===== src/rtl/twoscomp_seq_if.sv =====
`default_nettype none
// ============================================================================
// Module   : twoscomp_seq_if
// Brief    : Operand/result handshake bundle for the serial two's-complement
//            conversion unit (valid/ready on both input and output side).
// Revision : 1.0 - initial release
// ============================================================================
interface twoscomp_seq_if #(
  parameter int WIDTH = 24
);
  logic             in_valid;
  logic             in_ready;
  logic [1:0]       mode;
  logic [WIDTH-1:0] b;
  logic             out_valid;
  logic             out_ready;
  logic [WIDTH-1:0] out;
  logic             ovf;
  logic             zero;

  // Producer/consumer side (alignment shifter feeding, normaliser draining)
  modport master (
    output in_valid, mode, b, out_ready,
    input  in_ready, out_valid, out, ovf, zero
  );

  // Conversion unit side
  modport slave (
    input  in_valid, mode, b, out_ready,
    output in_ready, out_valid, out, ovf, zero
  );
endinterface
`default_nettype wire


===== src/rtl/twoscomp_seq.sv =====
`default_nettype none
// ============================================================================
// Module   : twoscomp_seq
// Brief    : Multicycle two's-complement / sign-magnitude converter. Resolves
//            the carry one CHUNK-bit slice per clock (LSB slice first) so the
//            critical path is a single slice adder. Modes: pass, negate, abs,
//            ones' complement; flags overflow and zero result.
//            WIDTH must be an integer multiple of CHUNK.
// Revision : 1.0 - initial release
// ============================================================================
module twoscomp_seq #(
  parameter int WIDTH = 24,
  parameter int CHUNK = 4
) (
  input  wire logic       clk,
  input  wire logic       rst_n,
  twoscomp_seq_if.slave   bus
);

  localparam int NCHUNK = WIDTH / CHUNK;
  localparam int IDX_W  = (NCHUNK > 1) ? $clog2(NCHUNK) : 1;
  localparam logic [IDX_W-1:0] LAST_IDX = IDX_W'(NCHUNK - 1);
  localparam logic [WIDTH-1:0] MOST_NEG = {1'b1, {(WIDTH-1){1'b0}}};

  localparam logic [1:0] MODE_PASS = 2'b00;
  localparam logic [1:0] MODE_NEG  = 2'b01;
  localparam logic [1:0] MODE_ABS  = 2'b10;
  localparam logic [1:0] MODE_ONES = 2'b11;

  typedef enum logic [1:0] {
    IDLE = 2'd0,
    RUN  = 2'd1,
    DONE = 2'd2
  } state_t;

  state_t           state_q, state_d;
  logic [WIDTH-1:0] b_q, b_d;
  logic [1:0]       mode_q, mode_d;
  logic             inv_q, inv_d;
  logic             carry_q, carry_d;
  logic [IDX_W-1:0] idx_q, idx_d;
  logic [WIDTH-1:0] out_q, out_d;
  logic             out_valid_q, out_valid_d;
  logic             ovf_q, ovf_d;
  logic             zero_q, zero_d;

  logic [CHUNK-1:0] slice_in;
  logic [CHUNK:0]   slice_sum;
  logic [WIDTH-1:0] out_next;

  // Current slice: conditionally invert, add incoming carry, splice into result
  always_comb begin
    slice_in  = b_q[int'(idx_q)*CHUNK +: CHUNK] ^ {CHUNK{inv_q}};
    slice_sum = {1'b0, slice_in} + {{CHUNK{1'b0}}, carry_q};
    out_next  = out_q;
    out_next[int'(idx_q)*CHUNK +: CHUNK] = slice_sum[CHUNK-1:0];
  end

  // Next-state and next-output logic for the IDLE/RUN/DONE sequencer
  always_comb begin
    state_d     = state_q;
    b_d         = b_q;
    mode_d      = mode_q;
    inv_d       = inv_q;
    carry_d     = carry_q;
    idx_d       = idx_q;
    out_d       = out_q;
    out_valid_d = out_valid_q;
    ovf_d       = ovf_q;
    zero_d      = zero_q;

    case (state_q)
      IDLE: begin
        if (bus.in_valid) begin
          state_d = RUN;
          b_d     = bus.b;
          mode_d  = bus.mode;
          idx_d   = '0;
          ovf_d   = 1'b0;
          zero_d  = 1'b0;
          // Negation is invert-plus-one: the "+1" enters as the initial carry
          case (bus.mode)
            MODE_PASS: begin inv_d = 1'b0;            carry_d = 1'b0;            end
            MODE_NEG:  begin inv_d = 1'b1;            carry_d = 1'b1;            end
            MODE_ABS:  begin inv_d = bus.b[WIDTH-1];  carry_d = bus.b[WIDTH-1];  end
            default:   begin inv_d = 1'b1;            carry_d = 1'b0;            end
          endcase
        end
      end

      RUN: begin
        out_d   = out_next;
        carry_d = slice_sum[CHUNK];
        if (idx_q == LAST_IDX) begin
          // Final carry-out is dropped: the result wraps modulo 2^WIDTH
          state_d     = DONE;
          idx_d       = '0;
          out_valid_d = 1'b1;
          zero_d      = (out_next == '0);
          ovf_d       = ((mode_q == MODE_NEG) || (mode_q == MODE_ABS)) &&
                        (b_q == MOST_NEG);
        end else begin
          idx_d = idx_q + 1'b1;
        end
      end

      DONE: begin
        if (bus.out_ready) begin
          state_d     = IDLE;
          out_valid_d = 1'b0;
        end
      end

      default: begin
        state_d = IDLE;
      end
    endcase
  end

  // State and registered outputs; reset aborts any operation in flight
  always_ff @(posedge clk or negedge rst_n) begin
    if (!rst_n) begin
      state_q     <= IDLE;
      b_q         <= '0;
      mode_q      <= MODE_PASS;
      inv_q       <= 1'b0;
      carry_q     <= 1'b0;
      idx_q       <= '0;
      out_q       <= '0;
      out_valid_q <= 1'b0;
      ovf_q       <= 1'b0;
      zero_q      <= 1'b0;
    end else begin
      state_q     <= state_d;
      b_q         <= b_d;
      mode_q      <= mode_d;
      inv_q       <= inv_d;
      carry_q     <= carry_d;
      idx_q       <= idx_d;
      out_q       <= out_d;
      out_valid_q <= out_valid_d;
      ovf_q       <= ovf_d;
      zero_q      <= zero_d;
    end
  end

  assign bus.in_ready  = (state_q == IDLE);
  assign bus.out_valid = out_valid_q;
  assign bus.out       = out_q;
  assign bus.ovf       = ovf_q;
  assign bus.zero      = zero_q;

endmodule
`default_nettype wire


===== src/flat_wrapper.sv =====
// flat-port wrapper written by rule: the top's interface ports become plain ports
module twoscomp_seq_flat 
#(
  parameter int WIDTH = 24,
  parameter int CHUNK = 4
)
  (clk, rst_n, bus_in_valid, bus_mode, bus_b, bus_out_ready, bus_in_ready, bus_out_valid, bus_out, bus_ovf, bus_zero);
  twoscomp_seq_if #(.WIDTH(WIDTH)) bus_i ();
  input  wire logic clk;
  input  wire logic rst_n;
  input wire logic [$bits(bus_i.in_valid)-1:0] bus_in_valid;
  input wire logic [$bits(bus_i.mode)-1:0] bus_mode;
  input wire logic [$bits(bus_i.b)-1:0] bus_b;
  input wire logic [$bits(bus_i.out_ready)-1:0] bus_out_ready;
  output wire logic [$bits(bus_i.in_ready)-1:0] bus_in_ready;
  output wire logic [$bits(bus_i.out_valid)-1:0] bus_out_valid;
  output wire logic [$bits(bus_i.out)-1:0] bus_out;
  output wire logic [$bits(bus_i.ovf)-1:0] bus_ovf;
  output wire logic [$bits(bus_i.zero)-1:0] bus_zero;
  assign bus_i.in_valid = bus_in_valid;
  assign bus_i.mode = bus_mode;
  assign bus_i.b = bus_b;
  assign bus_i.out_ready = bus_out_ready;
  assign bus_in_ready = bus_i.in_ready;
  assign bus_out_valid = bus_i.out_valid;
  assign bus_out = bus_i.out;
  assign bus_ovf = bus_i.ovf;
  assign bus_zero = bus_i.zero;
  twoscomp_seq #(.WIDTH(WIDTH), .CHUNK(CHUNK)) u_core (.clk(clk), .rst_n(rst_n), .bus(bus_i));
endmodule

===== config.mk =====
export PLATFORM = sky130hd
export DESIGN_NAME = twoscomp_seq_flat
export DESIGN_NICKNAME = d
export VERILOG_FILES = /design/src/rtl/twoscomp_seq_if.sv /design/src/rtl/twoscomp_seq.sv /design/src/flat_wrapper.sv
export SDC_FILE = /design/constraint.sdc
export NUM_CORES = 1
export LEC_CHECK = 0
export ABC_AREA = 1
export CORE_MARGIN = 2
export CORE_UTILIZATION = 50
export CTS_BUF_LIST = sky130_fd_sc_hd__clkbuf_8
export DETAILED_ROUTE_END_ITERATION = 8
export PLACE_DENSITY = 0.76
export SLEW_MARGIN = 5
export SYNTH_ARGS = -nofsm -noshare
export SYNTH_HDL_FRONTEND = slang
export SYNTH_SLANG_ARGS = --single-unit

===== constraint.sdc =====
create_clock -name clk -period 4 [get_ports clk]
set_input_delay 1 -clock clk [delete_from_list [all_inputs] [get_ports clk]]
set_output_delay 1 -clock clk [all_outputs]
set_load 0.05 [all_outputs]

; ---- Yosys cells after proc, flatten, opt, wreduce, memory -nomap -nowiden
; Index checks and enable logic that the tools add are counted.
[totals]
reg_bits = 60
input_bits = 30
output_inout_bits = 28
elab_cells = 60
[classes]
addsub = 3
eq_ne = 11
shift = 3
muxes = 20
bitwise_logic = 1
n_reduce_logical = 12
[op_table]
columns = cell, count
row1 = $neg 5->33, 1
row2 = $shift 4x33->24 const A, 1
row3 = $shiftx 4x33->24, 1
row4 = $bwmux 24, 1
row5 = $eq 24x24->1 const B, 1
row6 = $logic_not 24->1, 1
row7 = $shiftx 24x6->4, 1
row8 = $pmux 1 s2, 6
row9 = $reduce_and 3->1, 3
row10 = $eq 2x1->1 const B, 3
row11 = $eq 2x2->1 const B, 3
row12 = $mux 1, 6
row13 = $mux 2, 3
row14 = $mux 3, 2
row15 = $pmux 2 s3, 1
row16 = $pmux 3 s2, 1
row17 = $add 4x1->5, 1
row18 = $logic_not 2->1, 2
row19 = $ne 2x2->1 const B, 2
row20 = $reduce_and 2->1, 2
row21 = $reduce_bool 2->1, 2
row22 = $xor 4x4->4, 1
row23 = $add 3x1->3 const B, 1
row24 = $eq 3x3->1 const B, 1
row25 = other kinds (3), 3

; ---- Depth between registers and ports, before layout
[logic_depth]
ltp_word = 8
depth_mapped = 24
depth_no_buf = 22

; ---- Least setup slack after synthesis
; Ideal clock, no wire load.
[synth_timing]
path_kind = register to register
startpoint = reg u_core.idx_q[0]
endpoint = reg u_core.zero_q, in the netlist u_core.bus.zero
setup_time_ps = 66
t_arrival_ps = 2908
path_slack_ps = 1026
path_stages_with_launch = 23
period_less_slack_ps = 2974
path_cell_list = dfrtp_1 buf_6 buf_2 buf_1 nand2_1 o211ai_1 nand3_1 xor2_1 ha_1 ha_1 nand4_1 nand2_1 o21ai_1 nand3_1 nor2_1 nand2_1 nor2_1 nand3_1 nor2_1 nand2_1 nor2_1 nand3_1 nand2_1
[synth_between]
elab_chain_cells = 8
[synth_rtl]
columns = item, line
row1 = "start, declared", twoscomp_seq.sv:41  ; logic [IDX_W-1:0] idx_q, idx_d;
row2 = "start signal, assigned", twoscomp_seq.sv:139  ; idx_q <= idx_d;
row3 = $shiftx 24x6->4, twoscomp_seq.sv:53  ; slice_in = b_q[int'(idx_q)*CHUNK +: CHUNK] ^ {CHUNK{inv_q}};
row4 = $xor 4x4->4, twoscomp_seq.sv:53
row5 = $add 4x1->5, twoscomp_seq.sv:54  ; slice_sum = {1'b0, slice_in} + {{CHUNK{1'b0}}, carry_q};
row6 = $shiftx 4x33->24, twoscomp_seq.sv:56  ; out_next[int'(idx_q)*CHUNK +: CHUNK] = slice_sum[CHUNK-1:0];
row7 = $bwmux 24, twoscomp_seq.sv:56
row8 = $logic_not 24->1, twoscomp_seq.sv:99  ; zero_d = (out_next == '0);
row9 = $mux 1, twoscomp_seq.sv:94  ; if (idx_q == LAST_IDX) begin
row10 = $pmux 1 s2, twoscomp_seq.sv:72  ; case (state_q)
row11 = "end signal, assigned", twoscomp_seq.sv:143  ; zero_q <= zero_d;
row12 = "end, declared", twoscomp_seq.sv:45  ; logic zero_q, zero_d;
; Parallel ways exist; a longest one is shown, timed or not. The select of a mux whose other input is x is not followed.
; A chain may end at the register's enable or synchronous reset.

; ---- Worst setup path after layout
; Same ends and word-level chain as after synthesis.

==> key figures <==
Cells and area
  • Antenna diodes: 0
  • Fillcell total: a little over 600
  • Area Growth Syn to Fin: 22.17%
  • Sequential cell area: about 1500 µm²
  • Area of the multi-input gates: 1624 µm²
  • # nets final: 546
  • Share of cells above drive strength 1: 10.04%

Timing
  • Final setup vio count: 0
  • F_max: 0.2863 GHz
  • Setup total negative slack: 0 ns
  • Final-report hold violation count: 0
  • Final WS setup: 0.5077 ns
  • Final period util: roughly 87%
  • Skew final: 0.007912 ns
  • Minimum clock period: roughly 3.5 ns
  • Slew margin rel.: a little under a third
  • Hold WS: around 0.5 ns
  • Slew Limit Fails: 0
  • Slew @ Worst Pin: 1.022 ns
  • RSZ-0062 raised after global routing: no

Synth
  • Multiplexer area fraction after synthesis: 0%
  • Area share of the largest cell type after synthesis: 43.83%
  • Post-synthesis instance total: 450
  • Simple-Gate Fraction of Synth Area: between 20 and 30%
  • Synthesized cell area: 3426 µm²
  • Largest cells by area after synthesis: dfrtp_1 44%, nand2_1 16%, o21ai_0 7.3%, inv_1 4.7%, ha_1 4.0%
  • Syn nets: 491
  • Fraction of the mapped netlist area in compound gates: 13.33%
  • Post-synth EDFFs: 0
  • Synth Area in Adders: 4.018%
  • Top cells by count, synth: 149 x nand2_1, 60 x dfrtp_1, 50 x o21ai_0, 43 x inv_1, 24 x nor2_1
  • Largest family of logic cells by synthesized area: simple AND/OR/NAND/NOR gates
  • Most common cell in the synthesized netlist: nand2_1
  • Synth warn: 0
  • Sequential area share after synthesis: between 40% and 50%
  • Synth area leader: dfrtp_1
  • Synth Area in XOR/XNOR: 1.023%
  • Most used DFF post-synth: dfrtp_1
  • Synthesized flop and latch total: 60
  • Netlist cell types: 39
  • Synth Area per Inst: ~7.6 µm²
  • Async SR Flop Fraction: 100.0%

Placed design
  • Hpwl dp: 5.829 mm
  • Placer Congestion: 0.9154
  • # port buffers: between 50 and 60
  • DP Worst Slack: 0.6823 ns

Setup path
  • Worst path bufs/invs: 0
  • Arrival @ worst endpoint: 3.77 ns
  • Crit path kind: reg2reg
  • CP required: 4.28 ns
  • CP Capture Type: register
  • CP top delay family: simple AND/OR/NAND/NOR gates
  • Critical path depth: 19
  • R2r worst-path depth: 19
  • Worst-path cell chain: nand2_1, o211ai_1, nand3_1, xor2_1, ha_1, ha_1, nand4_1, nand2_1, o21ai_1, nand3_1, nor2_1, nand2_1, nor2_1, nand3_1, nor2_1, nand2_1, nor2_1, nand3_1, nand2_1
  • Worst path most repeated cell: nand2_1
  • Worst setup SP type: register
  • CP max-delay cell: dfrtp_1
  • Crit-path max cell delay: between 1 and 1.5 ns
  • CP Max Fanout: 31

Floorplanning
  • Std-Cell Rows: 30
  • Die Y: 86.78 µm
  • Starting Density: roughly half
  • Core area: between 6000 and 7000 µm²
  • Chip Width: 86.78 µm
  • I/O Pins: 58
  • Die Area: 7530 µm²

Clock network
  • Root buffer cell: clkbuf_8
  • H-tree depth: 3
  • Post-CTS setup buffers: 0
  • Hold-fix buffers, CTS: 0
  • Clock Path Buffers: 2
  • Worst-path clk slew: 0.07 ns
  • Num CTS Buffers: 9
  • CTS tree: built
  • Clock latency on the worst-skew pair: 0.34 ns
  • Clock Sink Count: 60
  • Cts repair resizes: 0

Route
  • Final WL: about 8 mm
  • Wire per inst: 13.58 µm
  • Initial DRC Count: 172
  • Residual DRC: 0
  • Antenna viol nets, final: 0
  • Vias per inst: 5.359
  • Total number of vias: 3151
  • Drt first pass iters: 5

Global route
  • Vias in the first global route: between 3000 and 4000
  • First-pass GRT wire length: between 10 and 15 mm
  • Largest net degree at the start of global routing: 48
  • Initial antenna violation count: 0
  • Grt total ovfl: 0
  • Global Route Usage Sum: 23.53%

Pwr
  • Peak supply drop: roughly 0.00034 V
  • Cell Pwr Density: 899.9 nW/µm²
  • Leakage: ~2.0 nW

Run
  • Max cap viols: 0

Min path
  • Hold Crit Depth: 2
  • Min-Delay Path Class: reg2reg

Status
  • Run status: finished clean
[flip-flops by register name, indices dropped and copies added (netlist names)]
name / count
u_core.inv_q: 1
u_core.bus.out: 24
u_core.bus.out_valid: 1
u_core.mode_q: 2
u_core.b_q: 24
u_core.bus.ovf: 1
u_core.idx_q: 3
u_core.bus.zero: 1
u_core.carry_q: 1
u_core.state_q: 2
[kinds of logic after synthesis]
family | Yosys count
and+or+nand+nor | 226
adders and majority gates | 11
AOI/OAI and AO/OA | 79
DFF | 60
buffers and inverters | 70
xor gates and xnor gates | 4
[cells in the final DEF, fill, tap and decap left out, types with 5 or more instances in the layout]
cell type,netlist,final
ha_1,11,11
nand3_1,21,21
o21ai_0,50,50
clkdlybuf4s50_1,0,56
o21ai_2,5,5
o22ai_1,5,5
or2_2,6,6
nor2_1,24,24
nand2_1,149,149
inv_2,8,8
nand4_1,6,6
clkbuf_8,0,10
a31oi_1,5,5
inv_1,43,44
dfrtp_1,60,60
[worst register-to-register path: cells and delay by family, from the launching register on]
kind	cells	cell delay, ns
AOI/OAI and AO/OA	2	0.25
xor gates and xnor gates	1	0.17
and+or+nand+nor	14	1.41
adders and majority gates	2	0.59
DFF	1	1.01
[area by class of cell]
class	instances	area share (%)
clock inverters	4	0.4484
inverters	54	5.142
flip-flops and latches	60	35.87
well taps	80	2.392
clock buffers	10	3.288
multi-input cells	320	38.80
repair buffers	60	14.05
[path summary, 6_finish.rpt]
check                                            start                        endpoint  slack, ns
max                        u_core.idx_q[0]$_DFFE_PN0P_     u_core.bus.zero$_DFFE_PN0P_       0.51
min                         u_core.bus.ovf$_DFFE_PN0P_      u_core.bus.ovf$_DFFE_PN0P_       0.49
max reg2reg                u_core.idx_q[0]$_DFFE_PN0P_     u_core.bus.zero$_DFFE_PN0P_       0.51
min reg2reg                 u_core.bus.ovf$_DFFE_PN0P_      u_core.bus.ovf$_DFFE_PN0P_       0.49
max in group asynchronous                        rst_n       u_core.b_q[0]$_DFFE_PN0P_       2.38
min in group asynchronous                        rst_n  u_core.bus.out[13]$_DFFE_PN0P_       0.84
[layer usage]
metal / vias to the layer above / share of wire [%] / track usage, %
li1: 1560 / - / -
met1: 1452 / 43 / 28.54
met2: 118 / 49 / 39.72
met3: 21 / 5.1 / 5.333
met4: 0 / 2.9 / 10.94
met5: - / 0 / 0
[metrics by stage]
stage / instance area [µm²] / std cells / util, % / power (mW)
2_1_floorplan: 3426 / 450 / - / 2.734
6_report: 4185 / 588 / 62.29 / 3.767
3_5_place_dp: 4029 / 574 / 59.96 / 3.292
4_1_cts: 4185 / 588 / 62.29 / 3.766
5_1_grt: 4185 / 588 / 62.29 / 4.096
3_3_place_gp: 4029 / 574 / 59.96 / 3.246
[power breakdown]
part	switching [mW]	internal, mW
clock	0.230	0.229
combinational	1.49	0.721
sequential	0.233	0.865
(Power assumes the default switching activity.)
